--- config.mk ---
export PLATFORM = sky130hd
export DESIGN_NAME = fetch_prefetch_flat
export DESIGN_NICKNAME = d
export VERILOG_FILES = /design/src/rtl/fetch_prefetch_if.sv /design/src/rtl/fetch_prefetch.sv /design/src/flat_wrapper.sv
export SDC_FILE = /design/constraint.sdc
export NUM_CORES = 1
export LEC_CHECK = 0
export ABC_AREA = 0
export BUFFER_PORTS_ARGS = -buffer_cell sky130_fd_sc_hd__buf_2
export CORE_ASPECT_RATIO = 2
export CORE_MARGIN = 2
export CORE_UTILIZATION = 45
export CTS_CLUSTER_DIAMETER = 150
export DETAILED_ROUTE_END_ITERATION = 10
export PLACE_DENSITY = 0.81
export RECOVER_POWER = 50
export SETUP_SLACK_MARGIN = 0.05
export SYNTH_ARGS = -nofsm -noshare
export SYNTH_HDL_FRONTEND = slang
export SYNTH_SLANG_ARGS = --single-unit
--- constraint.sdc ---
create_clock -name CLK -period 4.85 [get_ports CLK]
set_clock_uncertainty 0.05 [all_clocks]
set_input_delay 0.2425 -clock CLK [delete_from_list [all_inputs] [get_ports CLK]]
set_output_delay 0.2425 -clock CLK [all_outputs]
set_load 0.02 [all_outputs]
--- src/rtl/fetch_prefetch_if.sv ---
// Handshake bundle between the prefetcher, instruction memory and the
// instruction FIFO. The prefetcher uses the master view; the environment
// (memory plus FIFO) uses the slave view.
interface fetch_prefetch_if #(
  parameter int XLEN = 32,
  parameter int ILEN = 32,
  parameter int CW   = 2
);
  // Control from the pipeline front end
  logic            FETCH_EN;
  logic            REDIRECT;
  logic [XLEN-1:0] REDIRECT_PC;
  // Instruction memory read port
  logic            MEM_REQ;
  logic [XLEN-1:0] MEM_ADDR;
  logic            MEM_GNT;
  logic            MEM_RVALID;
  logic [ILEN-1:0] MEM_RDATA;
  // Instruction FIFO write side and status
  logic            FIFO_FULL;
  logic [CW-1:0]   FIFO_COUNT;
  logic [ILEN-1:0] FIFO_A;
  logic            FIFO_WE;
  logic            FLUSH;
  logic            ERR;

  modport master (
    input  FETCH_EN, REDIRECT, REDIRECT_PC,
    input  MEM_GNT, MEM_RVALID, MEM_RDATA,
    input  FIFO_FULL, FIFO_COUNT,
    output MEM_REQ, MEM_ADDR, FIFO_A, FIFO_WE, FLUSH, ERR
  );

  modport slave (
    output FETCH_EN, REDIRECT, REDIRECT_PC,
    output MEM_GNT, MEM_RVALID, MEM_RDATA,
    output FIFO_FULL, FIFO_COUNT,
    input  MEM_REQ, MEM_ADDR, FIFO_A, FIFO_WE, FLUSH, ERR
  );
endinterface

--- src/rtl/fetch_prefetch.sv ---
// Sequential instruction prefetcher. Issues reads to instruction memory,
// forwards returned words straight into the instruction FIFO, throttles on
// FIFO occupancy plus in-flight reads, and drops stale responses after a
// redirect.
module fetch_prefetch #(
  parameter int              XLEN       = 32,
  parameter int              ILEN       = 32,
  parameter logic [XLEN-1:0] RESET_PC   = '0,
  parameter int              FIFO_DEPTH = 4,
  parameter int              MAX_OUT    = 2,
  parameter int              CW         = $clog2(FIFO_DEPTH)
) (
  input logic              CLK,
  input logic              RST,
  fetch_prefetch_if.master bus
);

  // Outstanding counter width and a credit sum width with headroom
  localparam int OW = $clog2(MAX_OUT + 1);
  localparam int SW = CW + 2;

  typedef enum logic [1:0] {
    S_IDLE,
    S_RUN,
    S_FLUSH_WAIT
  } state_t;

  state_t          r_state;
  logic [XLEN-1:0] r_pc;
  logic [OW-1:0]   r_outst;
  logic [OW-1:0]   r_discard;
  logic            r_err;

  state_t          w_state_next;
  logic [OW-1:0]   w_outst_next;
  logic [OW-1:0]   w_discard_next;
  logic [SW-1:0]   w_occ;
  logic            w_credit_ok;
  logic            w_rsp_ok;
  logic            w_req;
  logic            w_gnt;
  logic [OW-1:0]   w_outst_after_rsp;
  logic [ILEN-1:0] w_rdata;

  // A full FIFO reports count 0, so full is folded in as the whole depth
  assign w_occ = bus.FIFO_FULL ? SW'(FIFO_DEPTH) : SW'(bus.FIFO_COUNT);

  // Reserve a FIFO slot for every in-flight read before issuing another
  assign w_credit_ok = ((w_occ + SW'(r_outst)) < SW'(FIFO_DEPTH)) &&
                       (r_outst < OW'(MAX_OUT));

  // A response only counts against tracking when something is in flight
  assign w_rsp_ok          = bus.MEM_RVALID && (r_outst != '0);
  assign w_outst_after_rsp = r_outst - OW'(w_rsp_ok);

  assign w_req = (r_state == S_RUN) && w_credit_ok && !bus.REDIRECT;
  assign w_gnt = w_req && bus.MEM_GNT;

  assign w_rdata      = bus.MEM_RDATA;
  assign bus.MEM_REQ  = w_req;
  assign bus.MEM_ADDR = r_pc;
  assign bus.FIFO_A   = w_rdata;
  assign bus.FIFO_WE  = w_rsp_ok && (r_state != S_FLUSH_WAIT) && !bus.REDIRECT;
  assign bus.FLUSH    = bus.REDIRECT;
  assign bus.ERR      = r_err;

  // Next-state and tracking counters; redirect overrides everything else
  always_comb begin
    w_state_next   = r_state;
    w_outst_next   = r_outst;
    w_discard_next = r_discard;
    if (bus.REDIRECT) begin
      // Everything still in flight (minus one arriving now) is stale
      w_outst_next   = w_outst_after_rsp;
      w_discard_next = w_outst_after_rsp;
      if (w_outst_after_rsp != '0) begin
        w_state_next = S_FLUSH_WAIT;
      end else begin
        w_state_next = bus.FETCH_EN ? S_RUN : S_IDLE;
      end
    end else begin
      w_outst_next = w_outst_after_rsp + OW'(w_gnt);
      case (r_state)
        S_IDLE: begin
          if (bus.FETCH_EN) w_state_next = S_RUN;
        end
        S_RUN: begin
          if (!bus.FETCH_EN) w_state_next = S_IDLE;
        end
        S_FLUSH_WAIT: begin
          w_discard_next = r_discard - OW'(bus.MEM_RVALID && (r_discard != '0));
          if (w_discard_next == '0) begin
            w_state_next = bus.FETCH_EN ? S_RUN : S_IDLE;
          end
        end
        default: w_state_next = S_IDLE;
      endcase
    end
  end

  // State, counters and sticky error; PC follows grants or redirects
  always_ff @(posedge CLK or negedge RST) begin
    if (!RST) begin
      r_state   <= S_IDLE;
      r_pc      <= RESET_PC;
      r_outst   <= '0;
      r_discard <= '0;
      r_err     <= 1'b0;
    end else begin
      r_state   <= w_state_next;
      r_outst   <= w_outst_next;
      r_discard <= w_discard_next;
      if (bus.REDIRECT) begin
        r_pc <= bus.REDIRECT_PC;
      end else if (w_gnt) begin
        r_pc <= r_pc + XLEN'(4);
      end
      if (bus.MEM_RVALID && (r_outst == '0)) begin
        r_err <= 1'b1;
      end
    end
  end

endmodule

--- src/flat_wrapper.sv ---
// flat-port wrapper written by rule: the top's interface ports become plain ports
module fetch_prefetch_flat 
#(
  parameter int              XLEN       = 32,
  parameter int              ILEN       = 32,
  parameter logic [XLEN-1:0] RESET_PC   = '0,
  parameter int              FIFO_DEPTH = 4,
  parameter int              MAX_OUT    = 2,
  parameter int              CW         = $clog2(FIFO_DEPTH)
)
  (CLK, RST, bus_FETCH_EN, bus_REDIRECT, bus_REDIRECT_PC, bus_MEM_GNT, bus_MEM_RVALID, bus_MEM_RDATA, bus_FIFO_FULL, bus_FIFO_COUNT, bus_MEM_REQ, bus_MEM_ADDR, bus_FIFO_A, bus_FIFO_WE, bus_FLUSH, bus_ERR);
  fetch_prefetch_if #(.XLEN(XLEN), .ILEN(ILEN), .CW(CW)) bus_i ();
  input logic CLK;
  input logic RST;
  input wire logic [$bits(bus_i.FETCH_EN)-1:0] bus_FETCH_EN;
  input wire logic [$bits(bus_i.REDIRECT)-1:0] bus_REDIRECT;
  input wire logic [$bits(bus_i.REDIRECT_PC)-1:0] bus_REDIRECT_PC;
  input wire logic [$bits(bus_i.MEM_GNT)-1:0] bus_MEM_GNT;
  input wire logic [$bits(bus_i.MEM_RVALID)-1:0] bus_MEM_RVALID;
  input wire logic [$bits(bus_i.MEM_RDATA)-1:0] bus_MEM_RDATA;
  input wire logic [$bits(bus_i.FIFO_FULL)-1:0] bus_FIFO_FULL;
  input wire logic [$bits(bus_i.FIFO_COUNT)-1:0] bus_FIFO_COUNT;
  output wire logic [$bits(bus_i.MEM_REQ)-1:0] bus_MEM_REQ;
  output wire logic [$bits(bus_i.MEM_ADDR)-1:0] bus_MEM_ADDR;
  output wire logic [$bits(bus_i.FIFO_A)-1:0] bus_FIFO_A;
  output wire logic [$bits(bus_i.FIFO_WE)-1:0] bus_FIFO_WE;
  output wire logic [$bits(bus_i.FLUSH)-1:0] bus_FLUSH;
  output wire logic [$bits(bus_i.ERR)-1:0] bus_ERR;
  assign bus_i.FETCH_EN = bus_FETCH_EN;
  assign bus_i.REDIRECT = bus_REDIRECT;
  assign bus_i.REDIRECT_PC = bus_REDIRECT_PC;
  assign bus_i.MEM_GNT = bus_MEM_GNT;
  assign bus_i.MEM_RVALID = bus_MEM_RVALID;
  assign bus_i.MEM_RDATA = bus_MEM_RDATA;
  assign bus_i.FIFO_FULL = bus_FIFO_FULL;
  assign bus_i.FIFO_COUNT = bus_FIFO_COUNT;
  assign bus_MEM_REQ = bus_i.MEM_REQ;
  assign bus_MEM_ADDR = bus_i.MEM_ADDR;
  assign bus_FIFO_A = bus_i.FIFO_A;
  assign bus_FIFO_WE = bus_i.FIFO_WE;
  assign bus_FLUSH = bus_i.FLUSH;
  assign bus_ERR = bus_i.ERR;
  fetch_prefetch #(.XLEN(XLEN), .ILEN(ILEN), .RESET_PC(RESET_PC), .FIFO_DEPTH(FIFO_DEPTH), .MAX_OUT(MAX_OUT), .CW(CW)) u_core (.CLK(CLK), .RST(RST), .bus(bus_i));
endmodule
## Yosys cells after proc, flatten, opt, wreduce, memory -nomap -nowiden

Cells that the tools add are included.

- $lt $le $gt $ge: 2
- Reductions and logical operators: 19
- Muxes and demuxes: 13
- Equality and inequality tests: 6
- Add/subtract/negate cells: 5

Operators by type and width:

| kind | count |
|---|---|
| 2-to-1 mux 32 bit | 2 |
| adder 32 x 3 -> 32 bit, second input constant | 1 |
| 2-to-1 mux 2 bit | 8 |
| nonzero test 2 bit | 5 |
| logical AND 1 bit | 9 |
| zero test 2 bit | 3 |
| inequality test 3 bit, second input constant | 2 |
| case mux 2 bit (3 select lines) | 1 |
| adder 4 x 2 -> 4 bit | 1 |
| < comparator 4 x 3 -> 1 bit, second input constant | 1 |
| subtractor 2 x 1 -> 2 bit | 2 |
| 2-to-1 mux 3 bit | 1 |
| inequality test 3 x 2 -> 1 bit, second input constant | 1 |
| AND reduction 3 bit | 1 |
| adder 2 x 1 -> 2 bit | 1 |
| equality test 2 x 1 -> 1 bit, second input constant | 1 |
| equality test 2 bit, second input constant | 1 |
| < comparator 2 bit, second input constant | 1 |
| inequality test 2 bit, second input constant | 1 |
| zero test 1 bit | 1 |
| 2-to-1 mux 1 bit | 1 |

- Output and inout port bits: 68
- Input bits: 73
- Flip-flop bits (word level): 39
- Word-level logic and storage cells: 50

## Longest topological paths before layout

Gate-level depths: netlist of the first run.

- Depth in word-level cells: 9
- Gate-level depth with buffers: 9
- Mapped depth without buffers: 8

## Least setup slack after synthesis of the first run

No wires, ideal clock.

- Path kind: reg2reg
- From: register u_core.r_outst[1]
- To: register u_core.r_outst[0]
- Data required time: 4.675 ns
- Setup slack: 2.823 ns
- Library setup time: 0.125 ns
- Stages on the path, launching flop included: 8
- Buffers on the path: 1
- Data arrival time: 1.852 ns
- Clock period less this slack: 2.027 ns
- Cells stage by stage: dfrtp_1 ha_1 nor4_1 nand4_1 inv_2 buf_2 ha_1 mux2_2

- Cells in the longest elaborated chain, start to end: 8
- Elaborated cells between the ends (all ways): 12
- Classes of those cells: 3 x add/sub; 2 x order compare; 1 x mux; 6 x reduce/logical

Ends and longest elaborated chain:

| what | RTL line | RTL |
|---|---|---|
| start, declared | fetch_prefetch.sv:30 | `logic [OW-1:0] r_outst;` |
| start signal, assigned | fetch_prefetch.sv:111 | `r_outst <= w_outst_next;` |
| adder 4 x 2 -> 4 bit | fetch_prefetch.sv:49 | `assign w_credit_ok = ((w_occ + SW'(r_outst)) < SW'(FIFO_DEPTH)) &&` |
| < comparator 4 x 3 -> 1 bit | fetch_prefetch.sv:49 |  |
| logical AND 1 bit | fetch_prefetch.sv:49 |  |
| logical AND 1 bit (2 in series) | fetch_prefetch.sv:56 | `assign w_req = (r_state == S_RUN) && w_credit_ok && !bus.REDIRECT;` |
| logical AND 1 bit | fetch_prefetch.sv:57 | `assign w_gnt = w_req && bus.MEM_GNT;` |
| adder 2 x 1 -> 2 bit | fetch_prefetch.sv:82 | `w_outst_next = w_outst_after_rsp + OW'(w_gnt);` |
| 2-to-1 mux 2 bit (*) | fetch_prefetch.sv:72 | `if (bus.REDIRECT) begin` |
| net u_core.w_outst_next[0] | fetch_prefetch.sv:35 | `logic [OW-1:0] w_outst_next;` |

The timed path passes the listed nets; every way through them passes the cells marked *.
A chain may end at the register's enable or synchronous reset.

## Worst setup path in the final report of the first run

- From: register u_core.r_outst[1]
- To: register u_core.r_pc[26] (netlist: u_core.bus.MEM_ADDR[26])

- Cells in the longest elaborated chain, start to end: 7
- Elaborated cells between the ends (all ways): 8
- Classes of those cells: 1 x add/sub; 2 x order compare; 5 x reduce/logical

Ends and longest elaborated chain:

| what | RTL line | RTL |
|---|---|---|
| adder 4 x 2 -> 4 bit | fetch_prefetch.sv:49 |  |
| < comparator 4 x 3 -> 1 bit | fetch_prefetch.sv:49 |  |
| logical AND 1 bit (*) | fetch_prefetch.sv:49 |  |
| logical AND 1 bit (*) (2 in series) | fetch_prefetch.sv:56 |  |
| logical AND 1 bit (*) | fetch_prefetch.sv:57 |  |
| nonzero test 2 bit (no line) (*) | n/a |  |
| end signal, assigned | fetch_prefetch.sv:114 | `r_pc <= bus.REDIRECT_PC;` |
| end signal, assigned | fetch_prefetch.sv:116 | `r_pc <= r_pc + XLEN'(4);` |
| end, declared | fetch_prefetch.sv:29 | `logic [XLEN-1:0] r_pc;` |

Mark *: on every way between the ends. The rest lies on a longest branch, timed or not.

==> tab_implementation.tex, run 1 <==
\begin{tabular}{lr}
\hline
Metric & Value \\
\hline
\multicolumn{2}{l}{\textbf{Yosys}} \\
Post-synth top area share & 0.3839 \\
Number of flip-flops and latches in the synthesized netlist & 39 \\
Syn nets & 367 \\
Synth unique cells & 44 \\
Sequential cell area fraction in the yosys report & 0.3839 \\
Cell area after synthesis & between 0.002 and 0.003 mm2 \\
Average cell area after synthesis & $\sim$8.8 um2 \\
Number of synthesized flops with an enable pin & 0 \\
Cell taking the most area after synthesis & dfrtp\_1 \\
Async set or reset register ratio after synthesis & 1.000 \\
Number of instances in the synthesized netlist & 289 \\
Top area cells in the synthesized netlist & dfrtp\_1 (38\%), buf\_4 (9.7\%), nand2\_1 (5.9\%) \\
Main flop type after synthesis & dfrtp\_1 \\
Synth warnings & 0 \\
\multicolumn{2}{l}{\textbf{Critical path}} \\
Critical path capture point type & flop \\
Endpoint of the worst-slack reg-to-reg timing path & u\_core.bus.MEM\_ADDR[26]\$\_DFFE\_PN0P\_ \\
Setup crit start kind & flop \\
Crit. Startpoint & u\_core.r\_outst[1]\$\_DFF\_PN0\_ \\
Arrival time worst endpoint & 3.40 ns \\
Kind of critical path & reg -> reg \\
Reg2reg setup slack & 1.58 ns \\
Ordered list of cells on the worst path & ha\_1 -> nor4\_1 -> nand4\_1 -> inv\_2 -> nand3\_1 -> o311ai\_0 -> nand2\_1 \\
Largest driver fanout on the critical path & 20 \\
Biggest cell delay along the critical path & 0.67 ns \\
WP data required & roughly 5 ns \\
Worst flop-to-flop path startpoint & u\_core.r\_outst[1]\$\_DFF\_PN0\_ \\
Crit-path slowest cell & nand4\_1 \\
R2r worst-path depth & 7 \\
\multicolumn{2}{l}{\textbf{STA}} \\
Final critical-path share of the clock period & 0.6745 \\
Pin slew with the least headroom to its limit & between 2 and 2.5 ns \\
Max-Slew Margin vs Limit & -0.4332 \\
Peak Freq & a little over 300 MHz \\
Final number of setup-violating endpoints & 0 \\
Final-layout worst hold slack & 0.09227 ns \\
Final critical-path required period & between 3 and 4 ns \\
Final hold viol count & 0 \\
Number of slew-limit violations in the final report & 40 \\
Total negative slack & 0 ns \\
Worst Setup Slack, final & 1.579 ns \\
Unrepaired setup endpoints after global routing & no \\
\multicolumn{2}{l}{\textbf{Route}} \\
Total wire length & 6.479 mm \\
1st-iter DRT viols & 84 \\
Detailed-routing iteration count for the pre-antenna-repair pass & 4 \\
Number of nets with antenna violations after routing & 0 \\
Drt via density & 5.861 \\
Number of vias after detailed routing & 2,274 \\
Wire length per cell after detailed routing & 16.70 um \\
Remaining DRCs & 0 \\
\multicolumn{2}{l}{\textbf{Clocking}} \\
Hold buffer count at CTS & 0 \\
CTS tree & done \\
Post-CTS setup repair buffer count & 0 \\
Clock Root Buffer & clkbuf\_8 \\
Number of resized instances in the post-cts repair step & 0 \\
Number of buffers created by CTS & 5 \\
Clock transition at path regs & 0.08 ns \\
Maximum buffer depth of the clock tree & 2 \\
Clock latency on the worst-skew pair & $\sim$0.30 ns \\
\# H-tree levels & 2 \\
Clk sink count & 39 \\
\multicolumn{2}{l}{\textbf{Final layout}} \\
Commonest cells after routing, fill and taps aside & buf\_2 (74), nand2\_1 (40), dfrtp\_1 (39), o21ai\_0 (18), nor2\_1 (17) \\
FILL cells & around 540 \\
Most common library cell in the layout ignoring fill and taps & buf\_2 \\
Layout overhead on the synthesized area & 9.153\% \\
Diodes inserted & 0 \\
Final net count & a little over 400 \\
Fraction of final layout cells sized beyond drive strength 1 & 0.2866 \\
Finished Layout Cells & 388 \\
\multicolumn{2}{l}{\textbf{Hold path}} \\
Worst Hold Path Cells & 3 \\
Startpoint of the lowest-slack hold path & bus\_REDIRECT\_PC[8] \\
Hold-critical path endpoint & u\_core.bus.MEM\_ADDR[8]\$\_DFFE\_PN0P\_ \\
Path class of the lowest-slack min-delay path & in -> reg \\
\multicolumn{2}{l}{\textbf{Global route}} \\
Via count of the first global-routing pass & 2,234 \\
Global-route usage over all layers & 0.2110 \\
Pin count of the biggest net entering global routing & 51 \\
Global-route wire length before repair & slightly above 10 mm \\
Remaining global-route overflow & 0 \\
Antenna violations before repair & 0 \\
\multicolumn{2}{l}{\textbf{Run}} \\
Number of max-cap violations & 1 \\
\multicolumn{2}{l}{\textbf{Place}} \\
Half-perimeter wire length after detailed placement & 4.790 mm \\
Worst slack at placement & 1.591 ns \\
Routability congestion estimate from global placement & approximately 0.9 \\
Total placed cells including tap cells & 381 \\
Count of port buffers added during placement & 76 \\
\multicolumn{2}{l}{\textbf{Outcome}} \\
Outcome & finished with violations \\
Violated checks & capacitance limit, slew limit \\
\multicolumn{2}{l}{\textbf{Pwr}} \\
Power density over the cells & 338.5 mW/mm2 \\
Design Power & 0.9393 mW \\
Peak supply drop & 0.2302 mV \\
Pleak & 1.269 nW \\
\multicolumn{2}{l}{\textbf{Floorplan}} \\
Core region area & 0.005420 mm2 \\
\# IOs & 141 \\
Standard-cell row count & 38 \\
Initial standard-cell utilization of the core & 0.4691 \\
Die ar. & 0.006304 mm2 \\
Overall die height & 110.3 um \\
Horizontal die dimension & 57.15 um \\
\hline
\end{tabular}
[power by group]
part / internal (mW) / switching (mW) / leakage (nW)
combinational: 0.113 / 0.160 / 0.757
clock: 0.112 / 0.118 / 0.0470
sequential: 0.376 / 0.0595 / 0.465
total: 0.601 / 0.338 / 1.27
[worst max-delay path: cells and delay by family, from the launching register on]
family / cells / cell delay (ns)
simple gates: 4 / 1.42
compound gates: 1 / 0.44
fa+ha+maj: 1 / 0.21
flops: 1 / 0.42
buf+inv: 1 / 0.60
[cell families after synthesis]
family	Yosys count	share of synthesized area
AO/OA/AOI/OAI	58	0.1516
buffers and inverters	54	0.1358
adder cells (fa/ha/maj)	5	0.02461
flip-flops	39	0.3839
AND/OR/NAND/NOR	117	0.2446
XOR/XNOR	11	0.03789
multiplexers	5	0.02165
[cells in the mapped netlist (all sizes together) (6+ instances only)]
cell type	instances
dfrtp	39
inv	10
buf	37
and3	9
nand4	14
xor2	6
o21ai	18
nand2	40
a21oi	7
clkbuf	7
o211ai	11
o311ai	8
nor2	18
nand3	16
[how the worst max path moves through the flow]
stage | to | slack, ns | cells after the start
3_5_place_dp | u_core.bus.MEM_ADDR[22]$_DFFE_PN0P_ | 1.59 | 9
4_1_cts | u_core.bus.MEM_ADDR[22]$_DFFE_PN0P_ | 1.59 | 7
6_report | u_core.bus.MEM_ADDR[26]$_DFFE_PN0P_ | 1.58 | 7
3_3_place_gp | u_core.bus.MEM_ADDR[22]$_DFFE_PN0P_ | 1.73 | 9
5_1_grt | u_core.bus.MEM_ADDR[22]$_DFFE_PN0P_ | 1.14 | 7
2_1_floorplan | u_core.r_outst[0]$_DFF_PN0_ | 2.82 | 7
[final cells by class]
cell class,count,area (um2),area share
repair buffers,76,377.9,0.1362
well taps,60,75.07,0.02705
flip-flops and latches,39,975.9,0.3517
inverters,10,37.54,0.01353
clock buffers,6,82.58,0.02976
multi-input cells,196,1221,0.4400
clock inverters,1,5.005,0.001803
[state kept, by name, indices dropped and copies added (netlist names)]
signal	count
u_core.bus.ERR	1
u_core.bus.MEM_ADDR	32
u_core.r_discard	2
u_core.r_outst	2
u_core.r_state	2
[per-layer routing]
| metal | share of wire | up-vias | global-route usage |
|---|---|---|---|
| met1 | 0.36 | 1095 | 0.2188 |
| met3 | 0.056 | 27 | 0.04201 |
| li1 | - | 1084 | - |
| met2 | 0.54 | 68 | 0.3801 |
| met5 | 0 | - | 0 |
| met4 | 0.038 | 0 | 0.1312 |
[per-stage QoR]
stage               area [um2]    util
CTS                       2778  0.5125
detailed placement        2690  0.4963
floorplan                 2542       -
global placement          2690  0.4963
finish                    2775  0.5120
global route              2775  0.5120
Note: power is estimated with default switching activity, not from simulation.
==> run 2: changes to the inputs <==
CORE_UTILIZATION = 41   (was 45)
PLACE_DENSITY = 0.78   (was 0.81)
clock period = 2.9 ns   (was 4.85 ns; I/O delays follow)
==> run 2 against run 1 <==
Net effect:
- the run still ends with capacitance limit, slew limit left
- clock power rose to 2.7 times the previous value
- global-route usage fell by 1.0 points
- combinational power rose by 66%
- largest power group unchanged
- total power rose by 92%
- critical path type unchanged
- cell count rose by 1.5%
==> tab_implementation.tex, run 2 (synthesis results as in run 1) <==
\begin{tabular}{lr}
\hline
Metric & Value \\
\hline
\multicolumn{2}{l}{\textbf{Clocking}} \\
Clock latency on the worst-skew pair & 0.29 ns (about the same) \\
Maximum buffer depth of the clock tree & 2 (unchanged) \\
Clk sink count & 39 (unchanged) \\
\# H-tree levels & 2 (unchanged) \\
Number of buffers created by CTS & 5 (unchanged) \\
Clock transition at path regs & 0.06 ns (-0.02 ns) \\
CTS tree & done \\
Clock Root Buffer & clkbuf\_16 \\
\multicolumn{2}{l}{\textbf{Place}} \\
Placed Instance Area & 0.002709 mm2 (+0.70\%) \\
Routability congestion estimate from global placement & 0.8034 (-10\%) \\
Worst slack at placement & 0.4236 ns (-1.168 ns) \\
Total placed cells including tap cells & 386 (+1.3\%) \\
Count of port buffers added during placement & 76 (unchanged) \\
Half-perimeter wire length after detailed placement & 4.871 mm (+1.7\%) \\
\multicolumn{2}{l}{\textbf{Route}} \\
1st-iter DRT viols & 92 (+9.5\%) \\
Drt via density & 5.863 (about the same) \\
Total wire length & 6.648 mm (+2.6\%) \\
Number of vias after detailed routing & 2,310 (+1.6\%) \\
Number of nets with antenna violations after routing & 0 (unchanged) \\
Wire length per cell after detailed routing & 16.87 um (+1.0\%) \\
Detailed-routing iteration count for the pre-antenna-repair pass & 4 (unchanged) \\
Remaining DRCs & 0 (unchanged) \\
\multicolumn{2}{l}{\textbf{Floorplan}} \\
Overall die height & 115.4 um (+4.6\%) \\
Core region area & 0.006006 mm2 (+11\%) \\
Initial standard-cell utilization of the core & 0.4233 (-0.04573) \\
\# IOs & 141 (unchanged) \\
Die ar. & 0.006885 mm2 (+9.2\%) \\
Horizontal die dimension & 59.68 um (+4.4\%) \\
Standard-cell row count & 40 (+5.3\%) \\
\multicolumn{2}{l}{\textbf{Outcome}} \\
Outcome & finished with violations \\
Violated checks & capacitance limit, slew limit \\
\multicolumn{2}{l}{\textbf{STA}} \\
Unrepaired setup endpoints after global routing & no \\
Final critical-path share of the clock period & 0.8613 (+0.1868) \\
Max-Slew Margin vs Limit & -0.4502 (-0.01697) \\
Number of slew-limit violations in the final report & 40 (unchanged) \\
Total negative slack & 0 ns (unchanged) \\
Final hold viol count & 0 (unchanged) \\
Final number of setup-violating endpoints & 0 (unchanged) \\
Pin slew with the least headroom to its limit & 2.175 ns (+0.02545 ns) \\
Final critical-path required period & 2.498 ns (-0.7737 ns) \\
Final-layout worst hold slack & 0.01472 ns (-0.07756 ns) \\
Peak Freq & 400.3 MHz (+31\%) \\
Worst Setup Slack, final & 0.4022 ns (-1.176 ns) \\
\multicolumn{2}{l}{\textbf{Final layout}} \\
Commonest cells after routing, fill and taps aside & buf\_2 (41), nand2\_1 (40), dfrtp\_1 (39), clkbuf\_1 (36), o21ai\_0 (18) \\
Final design instance area without fill & 0.002834 mm2 (+2.1\%) \\
Finished Layout Cells & 394 (+1.5\%) \\
Final net count & 409 (+0.74\%) \\
Layout overhead on the synthesized area & 11.47\% \\
Diodes inserted & 0 (unchanged) \\
FF/Latch Area & 975.9 um2 (unchanged) \\
Footprint of the multi-input gates & 0.001221 mm2 (unchanged) \\
Most common library cell in the layout ignoring fill and taps & buf\_2 \\
FILL cells & 617 (+14\%) \\
Fraction of final layout cells sized beyond drive strength 1 & 0.1873 (-0.09927) \\
Flip-flop count of the largest register, all copies and words added & 32 (unchanged) \\
\multicolumn{2}{l}{\textbf{Global route}} \\
Via count of the first global-routing pass & 2,271 (+1.7\%) \\
Pin count of the biggest net entering global routing & 50 (-2.0\%) \\
Global-route usage over all layers & 0.2010 (-0.009994) \\
Remaining global-route overflow & 0 (unchanged) \\
Antenna violations before repair & 0 (unchanged) \\
Global-route wire length before repair & 10.48 mm (+1.9\%) \\
\multicolumn{2}{l}{\textbf{Pwr}} \\
Power density over the cells & 635.3 mW/mm2 (+88\%) \\
Pleak & 1.214 nW (-4.3\%) \\
Peak supply drop & 0.3390 mV (+47\%) \\
\multicolumn{2}{l}{\textbf{Critical path}} \\
Arrival time worst endpoint & 2.60 ns (-0.80 ns) \\
Biggest cell delay along the critical path & 0.42 ns (-0.25 ns) \\
Setup crit start kind & flop \\
Crit-path slowest cell & o311ai\_0 \\
WP data required & 3.01 ns (-1.97 ns) \\
Critical path capture point type & flop \\
Most prevalent standard cell on the critical path & nand3\_1 \\
Ordered list of cells on the worst path & ha\_1 -> nor4\_1 -> nand4\_1 -> inv\_2 -> nand3\_1 -> o311ai\_0 -> nand3\_1 \\
Kind of critical path & reg -> reg \\
Largest driver fanout on the critical path & 19 (-5.0\%) \\
\multicolumn{2}{l}{\textbf{Run}} \\
Number of max-cap violations & 1 (unchanged) \\
\multicolumn{2}{l}{\textbf{Hold path}} \\
Path class of the lowest-slack min-delay path & in -> reg \\
\hline
\end{tabular}
run 2: cell types whose count changed in the layout (fill, tap and decap cells not counted), sizes merged:
cell,change
clkbuf,+33
dlygate4sd3,+1
bufinv,+1
clkinv,-1
buf,-31
run 2: cell type report:
class,count,area share
Multi-Input combinational cell,196,0.4309
Sequential cell,39,0.3444
Timing Repair Buffer,79,0.1276
Clock buffer,6,0.04547
Tap cell,63,0.02781
Inverter,10,0.01325
Clock inverter,1,0.01060
run 2: routing by layer:
| metal | share of wire | track usage | vias up |
|---|---|---|---|
| li1 | - | - | 1089 |
| met1 | 0.38 | 0.2161 | 1116 |
| met2 | 0.53 | 0.3464 | 77 |
| met3 | 0.052 | 0.03600 | 28 |
| met4 | 0.040 | 0.1274 | 0 |
| met5 | 0 | 0 | - |
run 2: worst max-delay path, delay by kind of cell (launching register included):
kind                     cells  cell delay [ns]
AO/OA/AOI/OAI                1             0.42
buffers and inverters        1             0.33
flip-flops                   1             0.41
adder cells (fa/ha/maj)      1             0.20
AND/OR/NAND/NOR              4             0.94
run 2: final timing paths:
kind	startpoint	slack (ns)	cells past startpoint	end
min in group asynchronous	RST	0.99	2	u_core.bus.MEM_ADDR[3]$_DFFE_PN0P_
worst min register to register	u_core.bus.ERR$_DFFE_PN0P_	0.40	1	u_core.bus.ERR$_DFFE_PN0P_
worst min-delay path	bus_REDIRECT_PC[22]	0.01	3	u_core.bus.MEM_ADDR[22]$_DFFE_PN0P_
worst max-delay path	u_core.r_outst[1]$_DFF_PN0_	0.40	7	u_core.bus.MEM_ADDR[22]$_DFFE_PN0P_
worst max register to register	u_core.r_outst[1]$_DFF_PN0_	0.40	7	u_core.bus.MEM_ADDR[22]$_DFFE_PN0P_
max in group asynchronous	RST	0.56	2	u_core.bus.MEM_ADDR[26]$_DFFE_PN0P_
run 2: metrics by stage:
stage	total power, mW	util
after floorplan	1.099	-
after global placement	1.183	0.4510
after detailed placement	1.203	0.4510
after CTS	1.820	0.4792
after global routing	1.890	0.4719
final	1.800	0.4719
run 2: timing repair:
| item | CTS | global route |
|---|---|---|
| resized for setup | 0 | 0 |
| setup buffers | 0 | 0 |
| hold buffers | 1 | 0 |
| endpoints found under the hold margin | 39 | 0 |
run 2: report_power, final:
part           internal [mW]  switching (mW)
clock network          0.401           0.215
logic                  0.180           0.274
registers              0.630          0.0994
==> run 3: changes to the inputs <==
CAP_MARGIN = 20   (was unset)
CTS_CLUSTER_DIAMETER = 200   (was 150)
RECOVER_POWER = unset   (was 50)
==> run 3 against run 2 <==
Net effect:
- the run now ends clean
- worst hold slack better by 0.00068 ns
- global-route usage unchanged
- die area unchanged
- register-to-register slack about the same
- non-clock buffer count unchanged
- maximum frequency about the same
- cell area up 1.5%
==> tab_implementation.tex, run 3 (synthesis results as in run 1) <==
\begin{tabular}{lr}
\hline
Metric & Value \\
\hline
\multicolumn{2}{l}{\textbf{Critical path}} \\
Kind of critical path & reg -> reg \\
Arrival time worst endpoint & 2.60 ns (about the same) \\
WP data required & 3.01 ns (about the same) \\
Critical path capture point type & flop \\
Largest driver fanout on the critical path & 19 (unchanged) \\
Setup crit start kind & flop \\
\multicolumn{2}{l}{\textbf{Final layout}} \\
Flip-flop count of the largest register, all copies and words added & 32 (unchanged) \\
Final net count & 409 (unchanged) \\
Commonest cells after routing, fill and taps aside & buf\_2 (76), nand2\_1 (40), dfrtp\_1 (39), o21ai\_0 (18), nor2\_1 (17) \\
Final design instance area without fill & 0.002878 mm2 (+1.5\%) \\
Layout overhead on the synthesized area & 13.19\% \\
Diodes inserted & 0 (unchanged) \\
Most common library cell in the layout ignoring fill and taps & buf\_2 \\
Utilization after layout & 0.4792 (+0.007292) \\
Fraction of final layout cells sized beyond drive strength 1 & 0.2931 (+0.1057) \\
\multicolumn{2}{l}{\textbf{STA}} \\
Number of slew-limit violations in the final report & 0 (-100\%) \\
Final number of setup-violating endpoints & 0 (unchanged) \\
Total negative slack & 0 ns (unchanged) \\
Pin slew with the least headroom to its limit & 0.9062 ns (-1.269 ns) \\
Final critical-path required period & 2.499 ns (+0.001084 ns) \\
Final hold viol count & 0 (unchanged) \\
Final critical-path share of the clock period & 0.8617 (about the same) \\
Peak Freq & 400.2 MHz (about the same) \\
Unrepaired setup endpoints after global routing & no \\
Max-Slew Margin vs Limit & 0.3959 (+0.8460) \\
\multicolumn{2}{l}{\textbf{Route}} \\
Remaining DRCs & 0 (unchanged) \\
Detailed-routing iteration count for the pre-antenna-repair pass & 4 (unchanged) \\
Number of nets with antenna violations after routing & 0 (unchanged) \\
Wire length per cell after detailed routing & 16.84 um (-0.18\%) \\
Total wire length & 6.636 mm (-0.18\%) \\
1st-iter DRT viols & 86 (-6.5\%) \\
Number of vias after detailed routing & 2,308 (-0.087\%) \\
Drt via density & 5.858 (about the same) \\
\multicolumn{2}{l}{\textbf{Floorplan}} \\
\# IOs & 141 (unchanged) \\
Core region area & 0.006006 mm2 (unchanged) \\
Overall die height & 115.4 um (unchanged) \\
Die ar. & 0.006885 mm2 (unchanged) \\
Horizontal die dimension & 59.68 um (unchanged) \\
Standard-cell row count & 40 (unchanged) \\
Initial standard-cell utilization of the core & 0.4233 (unchanged) \\
\multicolumn{2}{l}{\textbf{Clocking}} \\
CTS tree & done \\
Clk sink count & 39 (unchanged) \\
Maximum buffer depth of the clock tree & 2 (unchanged) \\
Number of buffers created by CTS & 5 (unchanged) \\
Clock Root Buffer & clkbuf\_16 \\
\# H-tree levels & 2 (unchanged) \\
Clock latency on the worst-skew pair & 0.29 ns (about the same) \\
Post-CTS setup repair buffer count & 0 (unchanged) \\
Clock transition at path regs & 0.06 ns (about the same) \\
\multicolumn{2}{l}{\textbf{Pwr}} \\
Pleak & 1.317 nW (+8.5\%) \\
Power density over the cells & 628.6 mW/mm2 (-1.1\%) \\
Peak supply drop & 0.3406 mV (+0.46\%) \\
Design Power & 1.809 mW (+0.47\%) \\
\multicolumn{2}{l}{\textbf{Outcome}} \\
Outcome & finished clean \\
\multicolumn{2}{l}{\textbf{Global route}} \\
Via count of the first global-routing pass & 2,271 (unchanged) \\
Pin count of the biggest net entering global routing & 50 (unchanged) \\
Antenna violations before repair & 0 (unchanged) \\
Global-route wire length before repair & 10.48 mm (unchanged) \\
Global-route usage over all layers & 0.2010 (unchanged) \\
Remaining global-route overflow & 0 (unchanged) \\
\multicolumn{2}{l}{\textbf{Place}} \\
Routability congestion estimate from global placement & 0.8034 (unchanged) \\
Placed Instance Area & 0.002709 mm2 (unchanged) \\
Count of port buffers added during placement & 76 (unchanged) \\
Half-perimeter wire length after detailed placement & 4.871 mm (unchanged) \\
\multicolumn{2}{l}{\textbf{Run}} \\
Number of max-cap violations & 0 (-1) \\
\multicolumn{2}{l}{\textbf{Hold path}} \\
Path class of the lowest-slack min-delay path & in -> reg \\
\hline
\end{tabular}
==> run 3: final cells by class <==
type                    count  area (um2)
repair buffers             79       405.4
inverters                  10       37.54
well taps                  63       78.83
multi-input cells         196        1221
clock buffers               6       128.9
clock inverters             1       30.03
flip-flops and latches     39       975.9
fillers                   602        3128
==> run 3: repair_timing <==
item,CTS,global route
gates resized for setup,0,0
hold endpoints to repair,39,0
hold buffers,1,0
==> run 3: layer usage <==
metal	global-route usage	up-vias	routed length, um
li1	-	1089	-
met1	0.2161	1108	2465
met2	0.3464	83	3537
met3	0.03600	28	365
met4	0.1274	0	267
met5	0	-	0
==> run 3: stage by stage <==
| step | hold WS (ns) | setup slack, ns | cells |
|---|---|---|---|
| 3_3_place_gp | 0.2401 | 0.5790 | 386 |
| 4_1_cts | 0.01907 | 0.4024 | 394 |
| 3_5_place_dp | 0.2401 | 0.4236 | 386 |
| 6_report | 0.01540 | 0.4011 | 394 |
| 2_1_floorplan | -0.2006 | 0.8732 | 289 |
| 5_1_grt | 0.03470 | 0.1613 | 394 |
==> run 3: worst paths after layout <==
| check | from | depth (start not counted) | endpoint | slack [ns] |
|---|---|---|---|---|
| worst max register to register | u_core.r_outst[1]$_DFF_PN0_ | 7 | u_core.bus.MEM_ADDR[22]$_DFFE_PN0P_ | 0.40 |
| worst min-delay path | bus_REDIRECT_PC[22] | 3 | u_core.bus.MEM_ADDR[22]$_DFFE_PN0P_ | 0.02 |
| worst min register to register | u_core.bus.ERR$_DFFE_PN0P_ | 1 | u_core.bus.ERR$_DFFE_PN0P_ | 0.40 |
| min in group asynchronous | RST | 2 | u_core.bus.MEM_ADDR[3]$_DFFE_PN0P_ | 0.49 |
| max in group asynchronous | RST | 2 | u_core.bus.MEM_ADDR[26]$_DFFE_PN0P_ | 1.74 |
| worst max-delay path | u_core.r_outst[1]$_DFF_PN0_ | 7 | u_core.bus.MEM_ADDR[22]$_DFFE_PN0P_ | 0.40 |
==> run 3: power by group <==
group	internal (mW)	switching (mW)
Clock	0.401	0.213
Combinational	0.193	0.273
Sequential	0.630	0.0984
Total	1.22	0.585
==> run 3: worst max-delay path, stage by stage, from the launching register on <==
cell and delay [ns]:
dfrtp_1 0.41, ha_1 0.20, nor4_1 0.30, nand4_1 0.19, inv_2 0.33, nand3_1 0.34
o311ai_0 0.42, nand3_1 0.11
